`config.mk`:
```
export PLATFORM = sky130hd
export DESIGN_NAME = compressor_count_accum_flat
export DESIGN_NICKNAME = d
export VERILOG_FILES = /design/src/rtl/compressor_count_accum_pkg.sv /design/src/rtl/compressor_count_accum_if.sv /design/src/rtl/compressor_count_accum_group_popcount_152.sv /design/src/rtl/compressor_count_accum.sv /design/src/flat_wrapper.sv
export SDC_FILE = /design/constraint.sdc
export NUM_CORES = 1
export LEC_CHECK = 0
export CAP_MARGIN = 20
export CORE_MARGIN = 1.5
export CORE_UTILIZATION = 53
export CTS_CLUSTER_DIAMETER = 200
export DETAILED_ROUTE_END_ITERATION = 10
export PLACE_DENSITY = 0.92
export SYNTH_ARGS = -nofsm -noshare
export SYNTH_HDL_FRONTEND = slang
export SYNTH_SLANG_ARGS = --single-unit
```
`constraint.sdc`:
```
create_clock -name clk -period 3.65 [get_ports clk]
set_input_delay 1.095 -clock clk [delete_from_list [all_inputs] [get_ports clk]]
set_output_delay 1.095 -clock clk [all_outputs]
set_load 0.01 [all_outputs]
```
`src/rtl/compressor_count_accum_pkg.sv`:
```
// Shared constants, S3 state type and beat-weighting helper for the
// compressor count accumulator.
package compressor_count_accum_pkg;

   localparam int unsigned DATA_W = 152;

   localparam int unsigned W1_LO = 0;
   localparam int unsigned W1_W  = 19;
   localparam int unsigned W2_LO = 19;
   localparam int unsigned W2_W  = 57;
   localparam int unsigned W4_LO = 76;
   localparam int unsigned W4_W  = 57;
   localparam int unsigned W8_LO = 133;
   localparam int unsigned W8_W  = 19;

   localparam int unsigned PC1_W = 5;
   localparam int unsigned PC2_W = 6;
   localparam int unsigned PC4_W = 6;
   localparam int unsigned PC8_W = 5;

   localparam int unsigned BEAT_SUM_W   = 10;
   localparam int unsigned BEAT_SUM_MAX = 513;

   typedef enum logic {
      StIdle,
      StOpen
   } acc_state_e;

   function automatic logic [BEAT_SUM_W-1:0] weigh_groups(
      input logic [PC1_W-1:0] pc1,
      input logic [PC2_W-1:0] pc2,
      input logic [PC4_W-1:0] pc4,
      input logic [PC8_W-1:0] pc8
   );
      return BEAT_SUM_W'(pc1) + BEAT_SUM_W'({pc2, 1'b0}) +
             BEAT_SUM_W'({pc4, 2'b00}) + BEAT_SUM_W'({pc8, 3'b000});
   endfunction

endpackage

```
`src/rtl/compressor_count_accum_if.sv`:
```
// Beat input and frame-result output handshakes of the count accumulator.
// master is the surrounding datapath, slave is the accumulator itself.
interface compressor_count_accum_if
   import compressor_count_accum_pkg::*;
#(
   parameter int unsigned ACC_W = 16,
   parameter int unsigned CNT_W = 8
) ();

   logic              s_valid;
   logic              s_ready;
   logic [DATA_W-1:0] s_data;
   logic              s_last;
   logic              m_valid;
   logic              m_ready;
   logic [ACC_W-1:0]  m_sum;
   logic [CNT_W-1:0]  m_beats;
   logic              m_ovf;

   modport master (
      output s_valid, s_data, s_last, m_ready,
      input  s_ready, m_valid, m_sum, m_beats, m_ovf
   );

   modport slave (
      input  s_valid, s_data, s_last, m_ready,
      output s_ready, m_valid, m_sum, m_beats, m_ovf
   );

endinterface

```
`src/rtl/compressor_count_accum_group_popcount_152.sv`:
```
// Combinational popcount of the four weight groups of a 152-bit compressor
// output vector.
module group_popcount_152
   import compressor_count_accum_pkg::*;
(
   input  logic [DATA_W-1:0] data,
   output logic [PC1_W-1:0]  pc_w1,
   output logic [PC2_W-1:0]  pc_w2,
   output logic [PC4_W-1:0]  pc_w4,
   output logic [PC8_W-1:0]  pc_w8
);

   always_comb begin
      pc_w1 = '0;
      pc_w2 = '0;
      pc_w4 = '0;
      pc_w8 = '0;
      for (int i = 0; i < W1_W; i++) pc_w1 = pc_w1 + PC1_W'(data[W1_LO + i]);
      for (int i = 0; i < W2_W; i++) pc_w2 = pc_w2 + PC2_W'(data[W2_LO + i]);
      for (int i = 0; i < W4_W; i++) pc_w4 = pc_w4 + PC4_W'(data[W4_LO + i]);
      for (int i = 0; i < W8_W; i++) pc_w8 = pc_w8 + PC8_W'(data[W8_LO + i]);
   end

endmodule

```
`src/rtl/compressor_count_accum.sv`:
```
// Three-stage beat counter: S1 group popcounts, S2 weighted beat sum, S3
// saturating per-frame accumulator feeding a one-deep result register.
module compressor_count_accum
   import compressor_count_accum_pkg::*;
#(
   parameter int unsigned ACC_W = 16,
   parameter int unsigned CNT_W = 8
) (
   input logic                     clk,
   input logic                     rst_n,
   compressor_count_accum_if.slave bus
);

   logic en;

   logic [PC1_W-1:0] pc_w1;
   logic [PC2_W-1:0] pc_w2;
   logic [PC4_W-1:0] pc_w4;
   logic [PC8_W-1:0] pc_w8;

   logic             s1_valid_q, s1_last_q;
   logic [PC1_W-1:0] s1_pc1_q;
   logic [PC2_W-1:0] s1_pc2_q;
   logic [PC4_W-1:0] s1_pc4_q;
   logic [PC8_W-1:0] s1_pc8_q;

   logic                  s2_valid_q, s2_last_q;
   logic [BEAT_SUM_W-1:0] s2_sum_q;

   acc_state_e       state_q, state_d;
   logic [ACC_W-1:0] acc_q, acc_d;
   logic [CNT_W-1:0] beats_q, beats_d;
   logic             ovf_q, ovf_d;

   logic             res_valid_q, res_valid_d;
   logic [ACC_W-1:0] res_sum_q, res_sum_d;
   logic [CNT_W-1:0] res_beats_q, res_beats_d;
   logic             res_ovf_q, res_ovf_d;

   logic [ACC_W-1:0] base_acc, acc_next;
   logic [CNT_W-1:0] base_beats, beats_next;
   logic             base_ovf, ovf_next, acc_sat, beats_sat;
   logic [ACC_W:0]   sum_ext;

   // One enable stalls the whole pipe so no beat slips past a held result.
   assign en          = !res_valid_q || bus.m_ready;
   assign bus.s_ready = en;
   assign bus.m_valid = res_valid_q;
   assign bus.m_sum   = res_sum_q;
   assign bus.m_beats = res_beats_q;
   assign bus.m_ovf   = res_ovf_q;

   group_popcount_152 u_popcount (
      .data  (bus.s_data),
      .pc_w1 (pc_w1),
      .pc_w2 (pc_w2),
      .pc_w4 (pc_w4),
      .pc_w8 (pc_w8)
   );

   always_ff @(posedge clk or negedge rst_n) begin
      if (!rst_n) begin
         s1_valid_q <= 1'b0;
         s1_last_q  <= 1'b0;
         s1_pc1_q   <= '0;
         s1_pc2_q   <= '0;
         s1_pc4_q   <= '0;
         s1_pc8_q   <= '0;
         s2_valid_q <= 1'b0;
         s2_last_q  <= 1'b0;
         s2_sum_q   <= '0;
      end else if (en) begin
         s1_valid_q <= bus.s_valid;
         s1_last_q  <= bus.s_valid && bus.s_last;
         s1_pc1_q   <= pc_w1;
         s1_pc2_q   <= pc_w2;
         s1_pc4_q   <= pc_w4;
         s1_pc8_q   <= pc_w8;
         s2_valid_q <= s1_valid_q;
         s2_last_q  <= s1_last_q;
         s2_sum_q   <= weigh_groups(s1_pc1_q, s1_pc2_q, s1_pc4_q, s1_pc8_q);
      end
   end

   always_comb begin
      // An idle accumulator behaves as if it held zero, so the first beat loads.
      base_acc   = (state_q == StOpen) ? acc_q : '0;
      base_beats = (state_q == StOpen) ? beats_q : '0;
      base_ovf   = (state_q == StOpen) ? ovf_q : 1'b0;
      sum_ext    = {1'b0, base_acc} + (ACC_W + 1)'(s2_sum_q);
      acc_sat    = sum_ext[ACC_W];
      acc_next   = acc_sat ? '1 : sum_ext[ACC_W-1:0];
      beats_sat  = &base_beats;
      beats_next = beats_sat ? base_beats : base_beats + CNT_W'(1);
      ovf_next   = base_ovf | acc_sat | beats_sat;

      state_d     = state_q;
      acc_d       = acc_q;
      beats_d     = beats_q;
      ovf_d       = ovf_q;
      res_valid_d = res_valid_q;
      res_sum_d   = res_sum_q;
      res_beats_d = res_beats_q;
      res_ovf_d   = res_ovf_q;

      if (en) begin
         res_valid_d = s2_valid_q && s2_last_q;
         if (s2_valid_q) begin
            if (s2_last_q) begin
               res_sum_d   = acc_next;
               res_beats_d = beats_next;
               res_ovf_d   = ovf_next;
               state_d     = StIdle;
               acc_d       = '0;
               beats_d     = '0;
               ovf_d       = 1'b0;
            end else begin
               state_d = StOpen;
               acc_d   = acc_next;
               beats_d = beats_next;
               ovf_d   = ovf_next;
            end
         end
      end
   end

   always_ff @(posedge clk or negedge rst_n) begin
      if (!rst_n) begin
         state_q     <= StIdle;
         acc_q       <= '0;
         beats_q     <= '0;
         ovf_q       <= 1'b0;
         res_valid_q <= 1'b0;
         res_sum_q   <= '0;
         res_beats_q <= '0;
         res_ovf_q   <= 1'b0;
      end else begin
         state_q     <= state_d;
         acc_q       <= acc_d;
         beats_q     <= beats_d;
         ovf_q       <= ovf_d;
         res_valid_q <= res_valid_d;
         res_sum_q   <= res_sum_d;
         res_beats_q <= res_beats_d;
         res_ovf_q   <= res_ovf_d;
      end
   end

endmodule

```
`src/flat_wrapper.sv`:
```
// flat-port wrapper written by rule: the top's interface ports become plain ports
module compressor_count_accum_flat import compressor_count_accum_pkg::*;
#(
   parameter int unsigned ACC_W = 16,
   parameter int unsigned CNT_W = 8
)
  (clk, rst_n, bus_s_valid, bus_s_data, bus_s_last, bus_m_ready, bus_s_ready, bus_m_valid, bus_m_sum, bus_m_beats, bus_m_ovf);
  compressor_count_accum_if #(.ACC_W(ACC_W), .CNT_W(CNT_W)) bus_i ();
  input logic clk;
  input logic rst_n;
  input wire logic [$bits(bus_i.s_valid)-1:0] bus_s_valid;
  input wire logic [$bits(bus_i.s_data)-1:0] bus_s_data;
  input wire logic [$bits(bus_i.s_last)-1:0] bus_s_last;
  input wire logic [$bits(bus_i.m_ready)-1:0] bus_m_ready;
  output wire logic [$bits(bus_i.s_ready)-1:0] bus_s_ready;
  output wire logic [$bits(bus_i.m_valid)-1:0] bus_m_valid;
  output wire logic [$bits(bus_i.m_sum)-1:0] bus_m_sum;
  output wire logic [$bits(bus_i.m_beats)-1:0] bus_m_beats;
  output wire logic [$bits(bus_i.m_ovf)-1:0] bus_m_ovf;
  assign bus_i.s_valid = bus_s_valid;
  assign bus_i.s_data = bus_s_data;
  assign bus_i.s_last = bus_s_last;
  assign bus_i.m_ready = bus_m_ready;
  assign bus_s_ready = bus_i.s_ready;
  assign bus_m_valid = bus_i.m_valid;
  assign bus_m_sum = bus_i.m_sum;
  assign bus_m_beats = bus_i.m_beats;
  assign bus_m_ovf = bus_i.m_ovf;
  compressor_count_accum #(.ACC_W(ACC_W), .CNT_W(CNT_W)) u_core (.clk(clk), .rst_n(rst_n), .bus(bus_i));
endmodule
```
==> results of run 1 <==
state kept, by name (all words and copies together) (netlist names), 5 cells and up:
name and flops:
u_core.acc_q 16, u_core.bus.m_sum 16, u_core.s2_sum_q 10, u_core.beats_q 8
u_core.bus.m_beats 8, u_core.s1_pc2_q 6, u_core.s1_pc4_q 6, u_core.s1_pc1_q 5
u_core.s1_pc8_q 5
worst max-delay path, stage by stage:
cell and delay (ps):
clkdlybuf4s15_1 160, inv_1 40, fa_1 470, inv_1 50, fa_1 520, inv_2 40
fa_1 460, fa_1 540, fa_1 450, fa_1 510, fa_1 430, fa_1 520
inv_2 50, fa_2 360, fa_2 370, a21oi_2 160, nor2_1 50, nor2_1 100
xor2_1 160, o21ai_1 70
metrics by stage:
stage	instances	hold WS [ps]
after floorplan	932	431.1
after global placement	1347	443.5
after detailed placement	1347	460.2
after CTS	1365	468.1
after global routing	1365	494.0
final	1365	468.1
placed cells by master, fill, tap and decap left out, types with 4 or more instances in the layout:
master           count
inv_1              192
fa_1               119
clkdlybuf4s50_1    110
nand2_1             98
dfrtp_1             88
ha_1                62
o21ai_0             44
nor2_1              44
buf_4               42
buf_2               39
a21oi_1             38
inv_2               27
clkdlybuf4s15_1     18
a21o_1              16
xor2_1              14
xnor2_1             14
and2_1              12
a21oi_2             11
buf_6               11
nor3_1               9
fa_2                 9
clkbuf_16            9
nand3_1              8
a31oi_1              8
o21ai_1              8
nand2b_1             6
a211oi_1             6
nor2b_1              5
a22o_1               5
and3_1               4
nand4_1              4
bufinv_16            4
dlygate4sd2_1        4
layer usage:
metal	global-route usage, %	vias to the layer above
li1	-	3337
met1	26.44	3440
met2	50.32	280
met3	4.938	67
met4	10.43	0
met5	0	-
worst min-delay path by stage:
stage	from	to	cells past startpoint
6_report	u_core.acc_q[9]	u_core.acc_q[9]	2
3_3_place_gp	u_core.acc_q[9]	u_core.acc_q[9]	2
5_1_grt	u_core.acc_q[9]	u_core.acc_q[9]	2
2_1_floorplan	u_core.acc_q[9]	u_core.acc_q[9]	2
4_1_cts	u_core.acc_q[9]	u_core.acc_q[9]	2
3_5_place_dp	u_core.s1_valid_q	u_core.s1_valid_q	2
logic make-up after synthesis:
kind of cell,synth area share [%]
XOR/XNOR,2.997
multiplexers,0.4710
AO/OA/AOI/OAI,11.50
adder cells (fa/ha/maj),38.22
flip-flops,25.12
AND/OR/NAND/NOR,10.87
buffers and inverters,10.82
area by class of cell:
type	count	area, µm²	area share [%]
Multi-Input combinational cell	597	5699	50.10
Clock buffer	10	239.0	2.101
Tap cell	216	270.3	2.376
Sequential cell	88	2202	19.36
Timing Repair Buffer	227	1986	17.45
Clock inverter	6	137.6	1.210
Inverter	221	842.1	7.402
synth_stat cells, types with 8 or more instances:
library cell,n
a21o_1,16
fa_1,128
dfrtp_1,88
and2_1,12
a21oi_1,46
nor2_1,44
xnor2_1,16
inv_1,221
clkbuf_1,16
nand2_1,98
ha_1,63
xor2_1,14
nor3_1,9
nand3_1,8
o21ai_0,51
a31oi_1,8
timing repair:
action	in CTS	in global routing
setup endpoints to repair	22	22
resized for setup	261	15
cloned	0	0
buffers inserted	3	1
pin swaps	62	39
==> results.toml, run 1 <==
[clock_network]
clock-sinks = 88
cts_tree = "built"
numCtsBuffers = 9
cts_buffer_depth = 2
hold_buffers = 0
ctsHtreeMaxLevel = 3
cts.clk_slew.worst_paths_ps = 60
worstSkewPairLatency_ps = 340
cts_root_buf = "clkbuf_16"

[drt]
firstDrtPassIters = 5
ant_nets = 0
wl_met1_mm = 7.433
drt-initial-drc-count = 437
routed_wl_mm = 21.42
wl_per_cell_um = 15.69
avgViaCountPerCell = 5.219
drc = 0
met3_length_mm = 1.327
dr.max_layer_used = "met4"
dr_wl_met2_mm = 11.87
vias = 7124

[timing]
fin_ws_ps = -2729
fin_crit_sh_pct = 174.8
fin_skew_ps = 6.609
relSlewSlack_pct = 49.46
setup_tns_ps = -37850
worstMarginPinSlew_ps = 755.3
finalHoldViolCount = 0
period_minus_slack_ps = 6379
drv_slew = 0
fmax_ghz = 0.1568
rsz0062_at_grt = "true"
setup_viol = 22

[floorplanning]
io_pins = 184
rows = 46
die_y_um = 131.6
coreArea_um2 = 16000
die_w_um = 131.6
die-area_um2 = 17320
start_util_pct = 54.79

[worst_hold_path]
hold_path.class = "flip-flop to flip-flop"

[yosys]
synth_ff_type = "dfrtp_1"
synth_edf_count = 0
yosys_warnings = 0
synth.distinct_cells = 58
synth.area.top_cells = "fa_1 (29%), dfrtp_1 (25%), inv_1 (9.5%), ha_1 (9.0%), nand2_1 (4.2%)"
syn-instance-count = 932
syn-cell-area_um2 = 8767
synth.net_count = 1280
ys_ff_latch = 88
yosysSeqAreaShare_pct = 25.12
syn_area_per_cell_um2 = 9.407
synth_top_area_share_pct = 29.23
synth_area_leader_cell = "fa_1"
async_flop_share_pct = 100.0

[placed_design]
hpwl_mm = 17.76
dpl_cell_area_um2 = 11130
place.port_buffers = 183
routabilityCongestion = 0.8922
place_ws_ps = -3505

[status]
violations = "negative setup slack"
outcome = "complete, but fails checks"

[global_route]
grt_start_max_net_pins = 48
grt_pass1_wl_mm = 35.72
grt.total_usage_pct = 25.68
antenna_found_initial = 0
grt_pass1_vias = 7829
grt_overflow = 0

[layout]
diodes = 0
final_core_util_pct = 71.10
drive_gt1_share_pct = 15.49
fin_area_um2 = 11380
area_growth_pct = 29.76
nFillCells = 1129
final_nets = 1492

[setup_path]
startpoint_type = "primary input"
rr_worst_depth = 13
arrival_ps = 6590
path_class = "primary input to flip-flop"
cp.required_ps = 3860
endpoint_kind = "flip-flop"
crit_end = "u_core.s1_pc4_q[4]"
crit_fanout = 2
r2r-start = "u_core.s1_pc1_q[1]"
crit_path_start = "bus_s_data[123]"
r2r-end = "u_core.s2_sum_q[8]"
reg2reg_slack_ps = 300

[job]
cap_violations = 0
Power of run 1 is left out: the tool's default activity adds up to more than one toggle a clock period on the data nets, which glitch-free logic cannot reach.
==> inputs of run 2 (changes only) <==
--- a/config.mk
+++ b/config.mk
@@ -6,8 +6,10 @@
 export NUM_CORES = 1
 export LEC_CHECK = 0
 export CAP_MARGIN = 20
+export CELL_PAD_IN_SITES_DETAIL_PLACEMENT = 2
+export CELL_PAD_IN_SITES_GLOBAL_PLACEMENT = 2
 export CORE_MARGIN = 1.5
-export CORE_UTILIZATION = 53
+export CORE_UTILIZATION = 32
 export CTS_CLUSTER_DIAMETER = 200
 export DETAILED_ROUTE_END_ITERATION = 10
 export PLACE_DENSITY = 0.92
==> run 2 against run 1 <==
Against the previous run:
- largest cell class unchanged
- core utilization down 28 points
- clock skew about the same
- setup slack got worse by 65 ps
- highest routed layer unchanged
- the flow still finishes with violations (negative setup slack)
- die area up 64%
- fmax decreased by 1.0%
- non-clock buffer count increased by 1
- count of clock-buffer cells in the layout grew 1
- sequential share of layout area down 0.29 points
- via count grew 1.5%
==> results.toml, run 2 (same netlist as run 1, synthesis figures left out) <==
[timing]
finalHoldViolCount = 0
fin_ws_ps = -2794
fin_skew_ps = 6.340
period_minus_slack_ps = 6444
rsz0062_at_grt = "true"
drv_slew = 0
fmax_ghz = 0.1552
fin_crit_sh_pct = 176.6
setup_viol = 22
worstMarginPinSlew_ps = 585.4
relSlewSlack_pct = 60.97
timing.hold.ws_ps = 483.8

[setup_path]
rr_worst_depth = 13
critPathMostFrequentCell = "fa_1"
cp.required_ps = 3870
startpoint_type = "primary input"
reg2reg_slack_ps = 290
worstPathCellList = "buf_6, fa_1, inv_2, fa_1, fa_1, inv_2, fa_1, inv_2, fa_1, fa_1, fa_1, fa_1, fa_2, inv_2, fa_2, a21o_1, a21oi_2, xor2_1, o21ai_1"
r2r-end = "u_core.s2_sum_q[8]"
path_class = "primary input to flip-flop"
crit_fanout = 2
crit_slowest_cell = "fa_1"
cpPeakStageDelay_ps = 580
r2r-start = "u_core.s1_pc2_q[0]"
arrival_ps = 6670
endpoint_kind = "flip-flop"

[layout]
multiInputGateArea_um2 = 5736
area_growth_pct = 31.75
final_cell_mix = "inv_1 (185), fa_1 (119), clkdlybuf4s50_1 (110), nand2_1 (94), dfrtp_1 (88)"
diodes = 0
layout_commonest_cell = "inv_1"
final_nets = 1493
final_core_util_pct = 42.86
regArea_um2 = 2202
drive_gt1_share_pct = 17.04
nFillCells = 2845

[placed_design]
hpwl_mm = 24.28
place.port_buffers = 183
routabilityCongestion = 0.8125

[drt]
routed_wl_mm = 28.64
wl_per_cell_um = 19.21
ant_nets = 0
drc = 0
firstDrtPassIters = 4
avgViaCountPerCell = 4.849
drt-initial-drc-count = 208
vias = 7230

[clock_network]
numCtsBuffers = 9
cts_buffer_depth = 2
ctsHtreeMaxLevel = 3
cts_root_buf = "clkbuf_16"
worstSkewPairLatency_ps = 350
cts.clk_slew.worst_paths_ps = 70
cts_tree = "built"
clock-sinks = 88

[floorplanning]
rows = 60
die_w_um = 168.5
die_y_um = 168.5
die-area_um2 = 28400
start_util_pct = 32.53
io_pins = 184
coreArea_um2 = 26950

[job]
cap_violations = 0

[global_route]
grt.total_usage_pct = 21.18
grt_pass1_wl_mm = 46.26
grt_start_max_net_pins = 89
antenna_found_initial = 0
grt_overflow = 0
grt_pass1_vias = 8819

[worst_hold_path]
hold_end = "u_core.acc_q[5]"
hold_path.class = "flip-flop to flip-flop"
hold-path-cell-count = 2
min_from = "u_core.acc_q[5]"

[status]
outcome = "complete, but fails checks"
violations = "negative setup slack"
run 2: cell types whose count changed in the layout (fill, tap and decap cells not counted), moves of 4 or more:
cell | before | now
buf_2 | 39 | 35
buf_6 | 11 | 15
clkdlybuf4s15_1 | 18 | 10
dlygate4sd2_1 | 4 | 12
inv_1 | 192 | 185
inv_2 | 27 | 34
nand2_1 | 98 | 94
nand2_2 | 2 | 6
run 2: cell type report:
cell class | instances | area share (%)
well taps | 341 | 3.694
multi-input cells | 597 | 49.65
clock inverters | 5 | 0.4766
clock buffers | 11 | 2.188
flip-flops and latches | 88 | 19.06
inverters | 221 | 7.290
repair buffers | 228 | 17.63
run 2: metal layers:
metal / wire, µm / global-route usage [%]
met1: 10250 / 21.40
met3: 1068 / 3.764
met2: 16970 / 44.40
met5: 0 / 0
met4: 354 / 4.270
run 2: how the worst max path moves through the flow:
stage,start,endpoint,slack (ps)
6_report,bus_s_data[54],u_core.s1_pc2_q[4],-2790
5_1_grt,bus_s_data[99],u_core.s1_pc4_q[4],-2960
4_1_cts,bus_s_data[46],u_core.s1_pc2_q[4],-2910
3_5_place_dp,bus_s_data[99],u_core.s1_pc4_q[4],-3680
3_3_place_gp,bus_s_data[111],u_core.s1_pc4_q[4],-3400
2_1_floorplan,bus_s_data[111],u_core.s1_pc4_q[4],-2710
run 2: repair_timing:
action,CTS,global route
hold buffers,0,0
endpoints found under the hold margin,0,0
resized for setup,272,16
endpoints found under the setup margin,22,22
pin swaps,54,32
buffers inserted,5,2
run 2: worst max-delay path: cells and delay by family:
family | cells | cell delay (ps)
buffers and inverters | 5 | 290
xor gates and xnor gates | 1 | 160
AOI/OAI and AO/OA | 3 | 470
adders and majority gates | 10 | 4650
run 2: through the flow:
stage | area (µm²) | std cells | setup TNS, ps | setup WS [ps]
final | 11550 | 1491 | -40190 | -2794
after global routing | 11550 | 1491 | -42880 | -2964
after CTS | 11520 | 1490 | -40670 | -2913
after detailed placement | 11300 | 1470 | -56520 | -3679
after global placement | 11300 | 1470 | -52020 | -3400
after floorplan | 8831 | 932 | -37840 | -2710
Power of run 2 is left out for the same reason.
==> inputs of run 3 (changes only) <==
--- a/config.mk
+++ b/config.mk
@@ -5,6 +5,7 @@
 export SDC_FILE = /design/constraint.sdc
 export NUM_CORES = 1
 export LEC_CHECK = 0
+export ABC_AREA = 0
 export CAP_MARGIN = 20
 export CELL_PAD_IN_SITES_DETAIL_PLACEMENT = 2
 export CELL_PAD_IN_SITES_GLOBAL_PLACEMENT = 2
==> results of run 3 <==
Same layout as run 2: the final DEF is identical, and so are final timing and power.
Power of run 3 is left out for the same reason.
